===== src/rtl/alu_issue_ctrl.sv =====
// alu_issue_ctrl: sequential issue/writeback controller in front of a combinational ALU.
// Accepts one instruction per IDLE cycle (valid/ready). Operands come from a 16-entry
// register file, with R0 hard-wired to zero. The controller drives the ALU inputs,
// captures the ALU result and writes it back to the register file or to the PC.
// Each instruction takes three cycles: IDLE -> EXEC -> WB.
//
// Ports:
//   clk, rst_n        clock (rising edge), asynchronous active-low reset
//   instr_valid/ready instruction handshake
//   instr[31:0]       [31:28] op, [27:24] rd, [23:20] ra, [19:16] rb, [15] use_imm, [14:0] imm
//   alu_op/a/b/pc     registered ALU inputs; alu_pc is the current PC + 1
//   alu_r             ALU result (combinational, from the ALU)
//   pc                architectural program counter
//   busy              high whenever the controller is not in IDLE
//   illegal           one-cycle pulse while an op 14/15 retires
//
// Optional feature ALU_ISSUE_TRACE_EN adds the retire trace outputs
// retire_valid, retire_rd, retire_data and retire_pc. They are valid during WB.
module alu_issue_ctrl #(
  parameter int unsigned bit_width  = 32,
  parameter int unsigned NREGS_LOG2 = 4
) (
  input  logic                 clk,
  input  logic                 rst_n,
  input  logic                 instr_valid,
  output logic                 instr_ready,
  input  logic [31:0]          instr,
  output logic [3:0]           alu_op,
  output logic [bit_width-1:0] alu_a,
  output logic [bit_width-1:0] alu_b,
  output logic [bit_width-1:0] alu_pc,
  input  logic [bit_width-1:0] alu_r,
  output logic [bit_width-1:0] pc,
  output logic                 busy,
  output logic                 illegal
`ifdef ALU_ISSUE_TRACE_EN
  ,
  output logic                 retire_valid,
  output logic [3:0]           retire_rd,
  output logic [bit_width-1:0] retire_data,
  output logic [bit_width-1:0] retire_pc
`endif
);

  localparam int unsigned NREGS = 2 ** NREGS_LOG2;
  localparam int unsigned IMM_W = 15;

  typedef struct packed {
    logic [3:0]       op;
    logic [3:0]       rd;
    logic [3:0]       ra;
    logic [3:0]       rb;
    logic             use_imm;
    logic [IMM_W-1:0] imm;
  } instr_t;

  typedef enum logic [1:0] {S_IDLE, S_EXEC, S_WB} state_t;

  state_t               state_q, state_d;
  instr_t               dec;
  logic                 accept_c;
  logic [3:0]           op_q, rd_q;
  logic [bit_width-1:0] result_q;
  logic [bit_width-1:0] regs [NREGS];
  logic [bit_width-1:0] rd_a_c, rd_b_c;
  logic [bit_width-1:0] pc_inc_c;

  assign dec      = instr_t'(instr);
  assign pc_inc_c = pc + bit_width'(1);

  // Register 0 always reads as zero.
  assign rd_a_c = (dec.ra == 4'd0) ? '0 : regs[dec.ra];
  assign rd_b_c = (dec.rb == 4'd0) ? '0 : regs[dec.rb];

  // Compute the next state. An instruction is accepted only in IDLE.
  always_comb begin
    state_d  = state_q;
    accept_c = 1'b0;
    case (state_q)
      S_IDLE: begin
        if (instr_valid && instr_ready) begin
          accept_c = 1'b1;
          state_d  = S_EXEC;
        end
      end
      S_EXEC:  state_d = S_WB;
      S_WB:    state_d = S_IDLE;
      default: state_d = S_IDLE;
    endcase
  end

  // State, datapath and registered outputs.
  always_ff @(posedge clk or negedge rst_n) begin
    if (!rst_n) begin
      state_q     <= S_IDLE;
      op_q        <= '0;
      rd_q        <= '0;
      result_q    <= '0;
      pc          <= '0;
      alu_op      <= '0;
      alu_a       <= '0;
      alu_b       <= '0;
      alu_pc      <= '0;
      instr_ready <= 1'b1;
      busy        <= 1'b0;
      illegal     <= 1'b0;
      for (int i = 0; i < int'(NREGS); i++) regs[i] <= '0;
`ifdef ALU_ISSUE_TRACE_EN
      retire_valid <= 1'b0;
      retire_rd    <= '0;
      retire_data  <= '0;
      retire_pc    <= '0;
`endif
    end else begin
      state_q     <= state_d;
      instr_ready <= (state_d == S_IDLE);
      busy        <= (state_d != S_IDLE);
      illegal     <= 1'b0;
`ifdef ALU_ISSUE_TRACE_EN
      retire_valid <= 1'b0;
      retire_rd    <= '0;
      retire_data  <= '0;
      retire_pc    <= '0;
`endif
      case (state_q)
        S_IDLE: begin
          if (accept_c) begin
            op_q   <= dec.op;
            rd_q   <= dec.rd;
            alu_op <= dec.op;
            alu_a  <= rd_a_c;
            alu_b  <= dec.use_imm ? bit_width'(dec.imm) : rd_b_c;
            alu_pc <= pc_inc_c;
          end
        end
        S_EXEC: begin
          result_q <= alu_r;
          // WB-cycle flags are registered here so that they line up with WB.
          illegal  <= (op_q[3:1] == 3'b111);
`ifdef ALU_ISSUE_TRACE_EN
          retire_valid <= 1'b1;
          retire_rd    <= (op_q >= 4'd12) ? 4'hF : rd_q;
          retire_data  <= alu_r;
          retire_pc    <= (op_q == 4'd12 || op_q == 4'd13) ? alu_r : pc_inc_c;
`endif
        end
        S_WB: begin
          if (op_q <= 4'd11) begin
            if (rd_q != 4'd0) regs[rd_q] <= result_q;
            pc <= pc_inc_c;
          end else if (op_q <= 4'd13) begin
            pc <= result_q;
          end else begin
            pc <= pc_inc_c;
          end
        end
        default: ;
      endcase
    end
  end

endmodule

===== config.mk =====
export PLATFORM = sky130hd
export DESIGN_NAME = alu_issue_ctrl
export DESIGN_NICKNAME = d
export VERILOG_FILES = /design/src/rtl/alu_issue_ctrl.sv
export SDC_FILE = /design/constraint.sdc
export NUM_CORES = 1
export LEC_CHECK = 0
export ABC_CLOCK_PERIOD_IN_PS = 2800
export CAP_MARGIN = 20
export CORE_ASPECT_RATIO = 0.7
export CORE_MARGIN = 2
export CORE_UTILIZATION = 24
export CTS_BUF_LIST = sky130_fd_sc_hd__clkbuf_8
export DETAILED_ROUTE_END_ITERATION = 8
export DONT_BUFFER_PORTS = 1
export PLACE_DENSITY_LB_ADDON = 0.1
export SYNTH_ARGS = -nofsm -noshare
export SYNTH_HDL_FRONTEND = slang
export SYNTH_SLANG_ARGS = --single-unit

===== constraint.sdc =====
create_clock -name clk -period 2.8 [get_ports clk]
set_input_delay 0 -clock clk [delete_from_list [all_inputs] [get_ports clk]]
set_output_delay 0 -clock clk [all_outputs]
set_load 0.03 [all_outputs]

==> flow_summary.yaml, run 1 <==
sta:
  maxSlewHeadroom_pct: 26.4
  finalSetupTns_ns: 0
  worstMarginPinSlew_ns: 1.10
  period_minus_slack_ns: 2.72
  clock-skew-final_ns: 0.0431
  setup_viol: 0
  max_freq_mhz: 368
  final_hold_viol_count: 0
  period_share_pct: 97.0
  rsz_0062_raised_after_global_routing: "no"
  timing_max_transition_violations_final: 0
clock_tree:
  htree_levels: 4
  clkSlewWorstSetupHoldPaths_ns: 0.06
  cts_buffers: 134
  clk_latency_ns: 0.85
  cts_num_sinks: 685
  max-clock-path-buffers: 3
  clockRootBuffer: "sky130_fd_sc_hd__clkbuf_8"
  cts_tree: "yes"
floorplan:
  die_w_um: 456
  initial_core_util_pct: 24.3
  design.die.area_um2: 146000
  io_pins: 202
  core_um2: 141000
  placementRows: 115
  chipHeight_um: 320
setup_path:
  critical_path.startpoint: "regs[315]"
  crit_required_ns: 3.52
  crit_path_max_incr_delay_ns: 0.58
  worstSetupStartpointType: "flop"
  cpMostUsedCell: "sky130_fd_sc_hd__dlygate4sd3_1"
  r2r_end: "alu_b[27]"
  critPathKind: "flop to flop"
  critPathArrivalTime_ns: 3.44
  regToRegSetupSlack_ns: 0.08
  critical-path-slowest-cell: "sky130_fd_sc_hd__dlygate4sd3_1"
  crit-reg2reg-launch: "regs[315]"
  critical_path.max_fanout: 3
  reg2regPathDepth: 7
  cp-end-kind: "flop"
  cp_cell_sequence: "mux4_2 > nor2b_1 > a211oi_2 > a21oi_1 > dlygate4sd3_1 > a22o_1 > dlygate4sd3_1"
  crit_end: "alu_b[27]"
power_and_ir_drop:
  cellPowerDensity_nw_per_um2: 934
  power.total_w: 0.0395
  vdd.ir_drop.worst_uv: 440
  total_leakage_power_nw: 18.6
cells_and_area:
  final_core_utilization_pct: 29.9
  final_layout_size_suffix_gt1_share_pct: 35.4
  area.growth.synth_to_final_pct: 23.3
  final_nets: 2839
  fin_area_um2: 42300
route:
  drc: 0
  wl_per_cell_um: 27.9
  num_vias: 23600
  first_pass_iters: 5
  final_antenna_net_count: 0
  wirelength_um: 132000
  vias_per_cell: 4.98
  drtIter0Drc: 1447
place:
  hpwlAfterDp_um: 72500
  placed_area_um2: 36400
  port_buffers: 0
  gp_congestion: 0.733
grt:
  global_route.usage.total_pct: 18.0
  first_global_vias: 25300
  grt_overflow: 0
  initial_antenna_violation_count: 12
  grt_max_degree: 686
  grt_pass1_wl_um: 191000
logic_synthesis:
  synth_area_leaders: "sky130_fd_sc_hd__dfrtp_1 (50%), sky130_fd_sc_hd__mux2_2 (17%), sky130_fd_sc_hd__mux4_2 (11%)"
  synth-warning-count: 0
  yosysTopAreaCell: "sky130_fd_sc_hd__dfrtp_1"
  post-synth-top-count-cell: "sky130_fd_sc_hd__dfrtp_1"
  postSynthCellCount: 2525
  synth.avg_cell_area_um2: 13.6
  yosys.cell_types.count: 57
  synth_ff_type: "sky130_fd_sc_hd__dfrtp_1"
  synth.net_count: 2593
  synth_enable_flop_cells: 0
  netlist.area_leader.share_pct: 49.9
  synth-seq-cells: 685
  top_post_synthesis_cells_by_count: "sky130_fd_sc_hd__dfrtp_1 (684), sky130_fd_sc_hd__mux2_2 (512), sky130_fd_sc_hd__mux2i_1 (222)"
  share_of_flip_flops_with_an_asynchronous_set_or_reset_after_synthesis_pct: 100
  post_synth_instance_area_um2: 34300
  synth_sequential_area_ratio_pct: 50.0
outcome:
  run_status: "completed"
flow_run:
  drv_cap: 0
hold_path:
  hold_depth: 4
  timing.hold.worst.class: "primary input to flop"
## per-stage QoR
step	hold slack, ns	setup slack [ns]	cells
after floorplan	-0.296	0.640	2525
after global placement	-0.255	0.373	4215
after detailed placement	-0.223	0.325	4215
after CTS	-1.22	0.0367	4730
after global routing	0.0315	0.00989	4743
final	0.0770	0.0838	4747
## worst max-delay path: cells and delay by family (launching register included)
family	cells	cell delay (ns)
flip-flops	1	0.40
AO/OA/AOI/OAI	3	0.48
multiplexers	1	0.46
buffers and inverters	2	1.12
AND/OR/NAND/NOR	1	0.15
## per-layer routing
metal / up-vias / global-route usage (%) / part of all wire, %
met5: - / 0 / 0
met4: 0 / 4.85 / 2.0
met3: 190 / 4.17 / 5.7
met2: 588 / 27.7 / 45
met1: 12800 / 25.3 / 48
li1: 10100 / - / -
## power by group
| group | switching [W] | internal, W | leakage, nW |
|---|---|---|---|
| registers | 0.00585 | 0.0129 | 9.08 |
| clock network | 0.00474 | 0.00542 | 1.52 |
| logic | 0.00478 | 0.00581 | 7.99 |
| total | 0.0154 | 0.0241 | 18.6 |
## cell families (layout without fill, tap and decap cells)
family	count (synthesis)	count (layout)	synth area share (%)
AO/OA/AOI/OAI	332	332	6.64
XOR/XNOR	30	30	0.767
adder cells (fa/ha/maj)	1	1	0.0365
buffers and inverters	266	609	3.32
flip-flops	685	685	50.0
multiplexers	907	907	34.7
other	0	6	0
AND/OR/NAND/NOR	304	305	4.54
## worst min-delay path by stage
stage	endpoint	slack, ns	startpoint
final	alu_b[13]	0.08	instr[19]
after global routing	alu_b[13]	0.03	instr[19]
after CTS	regs[396]	-1.22	rst_n
after detailed placement	alu_pc[19]	-0.22	rst_n
after global placement	pc[21]	-0.25	rst_n
after floorplan	alu_a[0]	-0.30	rst_n
## layout by cell type (no fill, tap or decap), types with 20 or more instances in the layout
| cell type | instances |
|---|---|
| sky130_fd_sc_hd__dfrtp_1 | 683 |
| sky130_fd_sc_hd__mux2_2 | 512 |
| sky130_fd_sc_hd__dlygate4sd3_1 | 275 |
| sky130_fd_sc_hd__mux2i_1 | 221 |
| sky130_fd_sc_hd__mux4_2 | 173 |
| sky130_fd_sc_hd__clkbuf_8 | 166 |
| sky130_fd_sc_hd__nand2_1 | 120 |
| sky130_fd_sc_hd__a22oi_1 | 88 |
| sky130_fd_sc_hd__o21ai_0 | 69 |
| sky130_fd_sc_hd__buf_4 | 63 |
| sky130_fd_sc_hd__a21oi_1 | 51 |
| sky130_fd_sc_hd__nand3_1 | 50 |
| sky130_fd_sc_hd__inv_1 | 48 |
| sky130_fd_sc_hd__a32oi_1 | 32 |
| sky130_fd_sc_hd__nor2_1 | 22 |
| sky130_fd_sc_hd__nor2b_1 | 22 |
| sky130_fd_sc_hd__o22ai_1 | 21 |
| sky130_fd_sc_hd__xor2_1 | 20 |
## sequential cells by signal (all words and copies together), names as in the netlist
register and flops:
regs 512, busy 1, pc 32, state_q 2, rd_q 4, alu_pc 32
illegal 1, result_q 32, instr_ready 1, op_q 4, alu_a 32, alu_b 32
## timing repair
action,in CTS,in global routing
hold buffers,281,2
setup buffers,0,3
endpoints found under the hold margin,789,166
endpoints found under the setup margin,0,13
resized for setup,0,11
## cell type report
class                           count  area, µm²
Timing Repair Buffer              371       3950
Tap cell                         1872       2340
Inverter                            4       15.0
Fill cell                       14100      98900
Sequential cell                   685      17100
Multi-Input combinational cell   1575      16200
Antenna cell                        6       15.0
Clock buffer                      166       2280
Clock inverter                     68        338
Note: power is estimated with default switching activity, not from simulation.
==> inputs of run 2 (changes only) <==
--- a/config.mk
+++ b/config.mk
@@ -8,7 +8,6 @@
 export ABC_CLOCK_PERIOD_IN_PS = 2800
 export CAP_MARGIN = 20
 export CORE_ASPECT_RATIO = 0.7
-export CORE_MARGIN = 2
 export CORE_UTILIZATION = 24
 export CTS_BUF_LIST = sky130_fd_sc_hd__clkbuf_8
 export DETAILED_ROUTE_END_ITERATION = 8
==> constraint.sdc (replaced) <==
create_clock -name clk -period 2.8 [get_ports clk]
set_input_delay 0.56 -clock clk [delete_from_list [all_inputs] [get_ports clk]]
set_output_delay 0.56 -clock clk [all_outputs]
set_load 0.03 [all_outputs]
==> flow_summary.yaml, run 2 (synthesized netlist as in run 1, its figures left out) <==
outcome:
  run_status: "finished with violations"
  violations: "hold timing"
sta:
  setup_viol: 0
  clock-skew-final_ns: 0.0492
  final_hold_viol_count: 175
  period_share_pct: 93.4
  worstMarginPinSlew_ns: 1.20
  period_minus_slack_ns: 2.62
  finalSetupTns_ns: 0
  worst_slack_ns: 0.185
  max_freq_mhz: 382
  rsz_0062_raised_after_global_routing: "no"
  maxSlewHeadroom_pct: 20.0
  final.hold.worst_slack_ns: -0.570
  timing_max_transition_violations_final: 0
floorplan:
  placementRows: 115
  design.die.area_um2: 144000
  core_um2: 141000
  io_pins: 202
  chipHeight_um: 318
  die_w_um: 454
  initial_core_util_pct: 24.3
clock_tree:
  htree_levels: 4
  clk_latency_ns: 0.87
  cts_tree: "yes"
  cts_resized: 0
  cts_num_sinks: 685
  cts_buffers: 134
  clkSlewWorstSetupHoldPaths_ns: 0.06
  clockRootBuffer: "sky130_fd_sc_hd__clkbuf_8"
  max-clock-path-buffers: 3
route:
  wl_met3_um: 7480
  num_vias: 22700
  first_pass_iters: 5
  wl_per_cell_um: 28.0
  top_layer_used: "met4"
  wirelength_um: 127000
  detailroute.wirelength.met2_um: 56600
  met1_length_um: 60600
  final_antenna_net_count: 0
  drc: 0
  vias_per_cell: 4.99
  drtIter0Drc: 1434
cells_and_area:
  final_nets: 2637
  instances_no_fill: 4548
  num-fill-cells: 14200
  final_layout_size_suffix_gt1_share_pct: 38.0
  layout.cells.most_common: "sky130_fd_sc_hd__dfrtp_1"
  top_register: "regs"
  area.growth.synth_to_final_pct: 17.0
  multi_input_area_um2: 16100
  final_cell_mix: "sky130_fd_sc_hd__dfrtp_1 (684), sky130_fd_sc_hd__mux2_2 (512), sky130_fd_sc_hd__mux2i_1 (222), sky130_fd_sc_hd__clkbuf_8 (175), sky130_fd_sc_hd__mux4_2 (173)"
  area.sequential_um2: 17100
  largest_reg_flops: 512
grt:
  grt_pass1_wl_um: 186000
  first_global_vias: 24300
  grt_max_degree: 686
  global_route.usage.total_pct: 17.8
  initial_antenna_violation_count: 9
  grt_overflow: 0
place:
  preCtsSetupSlack_ns: 0.343
  gp_congestion: 0.760
  hpwlAfterDp_um: 74600
  post-place-cells: 4229
  port_buffers: 0
setup_path:
  reg2regPathDepth: 7
  critPathKind: "flop to flop"
  critPathArrivalTime_ns: 3.41
  cp-end-kind: "flop"
  critical_path.max_fanout: 9
  crit_required_ns: 3.59
  worstSetupStartpointType: "flop"
flow_run:
  drv_cap: 0
power_and_ir_drop:
  cellPowerDensity_nw_per_um2: 952
  vdd.ir_drop.worst_uv: 472
  total_leakage_power_nw: 17.8
hold_path:
  timing.hold.worst.class: "primary input to async pin"
## run 2: cell types whose count changed in the layout (fill, tap and decap cells not counted), moves of 2 or more
cell,previous run,this run
sky130_fd_sc_hd__a211oi_1,15,18
sky130_fd_sc_hd__clkinv_2,15,6
sky130_fd_sc_hd__clkbuf_8,166,175
sky130_fd_sc_hd__clkinvlp_4,4,6
sky130_fd_sc_hd__buf_4,63,79
sky130_fd_sc_hd__buf_16,11,4
sky130_fd_sc_hd__buf_6,3,0
sky130_fd_sc_hd__dlygate4sd3_1,275,70
sky130_fd_sc_hd__a211oi_2,3,0
## run 2: final cells by class
| cell class | count | area share [%] |
|---|---|---|
| Tap cell | 1872 | 5.84 |
| Antenna cell | 7 | 0.0437 |
| Clock inverter | 61 | 0.755 |
| Clock buffer | 175 | 6.01 |
| Inverter | 4 | 0.0374 |
| Sequential cell | 685 | 42.8 |
| Timing Repair Buffer | 170 | 4.35 |
| Multi-Input combinational cell | 1574 | 40.2 |
## run 2: path summary, 6_finish.rpt
kind / startpoint / end / slack [ns]
max in group asynchronous: rst_n / regs[256] / 1.10
min in group clk: instr[19] / alu_b[0] / 0.08
max: instr_ready / alu_b[12] / 0.18
max reg2reg: instr_ready / alu_b[12] / 0.18
min reg2reg: regs[511] / regs[511] / 0.39
min: rst_n / alu_pc[16] / -0.57
## run 2: critical path: stages, from the launching register on
cell,delay [ns]
sky130_fd_sc_hd__dfstp_2,0.63
sky130_fd_sc_hd__nand2_1,0.15
sky130_fd_sc_hd__or3_4,0.44
sky130_fd_sc_hd__inv_1,0.28
sky130_fd_sc_hd__buf_4,0.24
sky130_fd_sc_hd__and3_1,0.16
sky130_fd_sc_hd__dlygate4sd3_1,0.54
sky130_fd_sc_hd__a221o_1,0.10
## run 2: through the flow
step | cell area (µm²) | util, % | power [W]
CTS | 40000 | 28.3 | 0.0387
floorplan | 34300 | - | 0.0234
global placement | 36500 | 25.9 | 0.0276
global route | 40100 | 28.4 | 0.0405
finish | 40100 | 28.4 | 0.0382
detailed placement | 36500 | 25.9 | 0.0279
## run 2: power breakdown
| group | leakage (nW) | switching (W) | total, W | internal [W] |
|---|---|---|---|---|
| logic | 7.15 | 0.00448 | 0.00928 | 0.00480 |
| clock network | 1.55 | 0.00467 | 0.0103 | 0.00566 |
| registers | 9.08 | 0.00570 | 0.0186 | 0.0129 |
| total | 17.8 | 0.0149 | 0.0382 | 0.0233 |
## run 2: layer usage
metal  track usage (%)  up-vias
met4              4.95        0
met2              26.7      585
met3              4.12      184
li1                  -     9638
met5                 0        -
met1              25.4    12300
## run 2: timing repair
action / 4_1_cts / 5_1_grt
hold buffers: 72 / 1
endpoints found under the hold margin: 780 / 157
buffers inserted: 0 / 0
endpoints found under the setup margin: 0 / 0
==> inputs of run 3 (changes only) <==
--- a/config.mk
+++ b/config.mk
@@ -6,9 +6,8 @@
 export NUM_CORES = 1
 export LEC_CHECK = 0
 export ABC_CLOCK_PERIOD_IN_PS = 2800
-export CAP_MARGIN = 20
 export CORE_ASPECT_RATIO = 0.7
-export CORE_UTILIZATION = 24
+export CORE_UTILIZATION = 58
 export CTS_BUF_LIST = sky130_fd_sc_hd__clkbuf_8
 export DETAILED_ROUTE_END_ITERATION = 8
 export DONT_BUFFER_PORTS = 1
==> flow_summary.yaml, run 3 (synthesized netlist as in run 1, its figures left out) <==
setup_path:
  r2r_end: "alu_b[6]"
  cp-end-kind: "flop"
  critical_path.max_fanout: 15
  critical-path-slowest-cell: "sky130_fd_sc_hd__dfstp_2"
  regToRegSetupSlack_ns: 0.26
  cell_class_contributing_the_biggest_share_of_worst_path_delay: "buffers and inverters"
  worstSetupStartpointType: "flop"
  critPathArrivalTime_ns: 3.17
  reg2regPathDepth: 7
  crit_buf_inv: 3
  crit_required_ns: 3.44
  cpMostUsedCell: "sky130_fd_sc_hd__nand3_1"
  crit-reg2reg-launch: "instr_ready"
  critPathKind: "flop to flop"
  crit_path_max_incr_delay_ns: 0.64
  cp_cell_sequence: "nand2_1 > or3_4 > inv_1 > buf_4 > nand3_1 > dlygate4sd3_1 > nand3_1"
cells_and_area:
  final_nets: 2554
  final_core_utilization_pct: 64.2
  num-fill-cells: 4292
  layout.cells.most_common: "sky130_fd_sc_hd__dfrtp_1"
  antenna_cell_count: 0
  final_cell_mix: "sky130_fd_sc_hd__dfrtp_1 (684), sky130_fd_sc_hd__mux2_2 (512), sky130_fd_sc_hd__mux2i_1 (222), sky130_fd_sc_hd__mux4_2 (173), sky130_fd_sc_hd__clkbuf_8 (132)"
  largest_reg_flops: 512
  area.sequential_um2: 17100
  top_register: "regs"
  area.growth.synth_to_final_pct: 9.27
  fin_area_um2: 37500
  final_layout_size_suffix_gt1_share_pct: 36.6
  multi_input_area_um2: 16100
sta:
  setup_viol: 0
  maxSlewHeadroom_pct: -129
  worst_slack_ns: 0.261
  max_freq_mhz: 394
  period_minus_slack_ns: 2.54
  rsz_0062_raised_after_global_routing: "no"
  final.hold.worst_slack_ns: -0.465
  worstMarginPinSlew_ns: 3.43
  timing_max_transition_violations_final: 539
  final_hold_viol_count: 182
  clock-skew-final_ns: 0.0239
  period_share_pct: 90.7
  finalSetupTns_ns: 0
hold_path:
  timing.hold.worst.class: "primary input to async pin"
clock_tree:
  cts_num_sinks: 685
  max-clock-path-buffers: 3
  htree_levels: 3
  post_cts_hold_buffer_count: 45
  clockRootBuffer: "sky130_fd_sc_hd__clkbuf_8"
  cts_buffers: 105
  cts_tree: "yes"
  clk_latency_ns: 0.72
  cts_resized: 0
  clkSlewWorstSetupHoldPaths_ns: 0.06
  post-cts-setup-buffer-count: 0
route:
  drc: 0
  final_antenna_net_count: 0
  wl_per_cell_um: 29.5
  wirelength_um: 97900
  first_pass_iters: 5
  vias_per_cell: 6.82
  drtIter0Drc: 2172
  num_vias: 22700
grt:
  first_global_vias: 22900
  global_route.usage.total_pct: 33.1
  grt_max_degree: 686
  grt_pass1_wl_um: 149000
  grt_overflow: 0
  initial_antenna_violation_count: 2
place:
  gp_congestion: 0.854
  preCtsSetupSlack_ns: 0.468
  port_buffers: 0
  hpwlAfterDp_um: 57000
  placed_area_um2: 35000
floorplan:
  core_um2: 58300
  initial_core_util_pct: 58.8
  design.die.area_um2: 60100
  io_pins: 202
  die_w_um: 293
  chipHeight_um: 205
  placementRows: 74
power_and_ir_drop:
  total_leakage_power_nw: 17.1
  cellPowerDensity_nw_per_um2: 936
  vdd.ir_drop.worst_uv: 593
outcome:
  violations: "hold timing, slew limit"
  run_status: "finished with violations"
flow_run:
  drv_cap: 0
[run 3: area by class of cell]
class,count,share of cell area [%]
Sequential cell,685,45.8
Tap cell,760,2.54
Timing Repair Buffer,116,3.16
Inverter,4,0.0401
Clock inverter,49,0.595
Clock buffer,132,4.85
Multi-Input combinational cell,1574,43.0
[run 3: power by group]
part	total (W)	internal, W	switching (W)	leakage (nW)
sequential	0.0185	0.0129	0.00566	9.08
clock	0.00818	0.00421	0.00397	1.17
combinational	0.00833	0.00460	0.00373	6.89
total	0.0350	0.0217	0.0134	17.1
[run 3: layer usage]
metal / GRT usage, % / routed length (µm) / share of wire (%)
met1: 48.6 / 43100 / 44
met2: 48.8 / 43500 / 44
met3: 9.05 / 9330 / 9.5
met4: 8.77 / 2050 / 2.1
met5: 0 / 0 / 0
[run 3: stage by stage]
stage                     hold WS, ns  total power (W)  instances
after CTS                      -0.501           0.0350       3320
after global routing           -0.468           0.0367       3320
after global placement          0.284           0.0263       3094
final                          -0.465           0.0350       3320
after detailed placement        0.283           0.0268       3094
after floorplan                 0.264           0.0234       2525
[run 3: how the worst max path moves through the flow]
stage	startpoint	endpoint	slack (ns)	cells past startpoint
2_1_floorplan	instr[17]	alu_b[25]	0.42	7
3_3_place_gp	pc[11]	pc[31]	0.50	5
3_5_place_dp	instr_ready	alu_a[20]	0.47	5
4_1_cts	instr_ready	alu_b[6]	0.29	7
5_1_grt	instr_ready	alu_b[6]	0.22	7
6_report	instr_ready	alu_b[6]	0.26	7
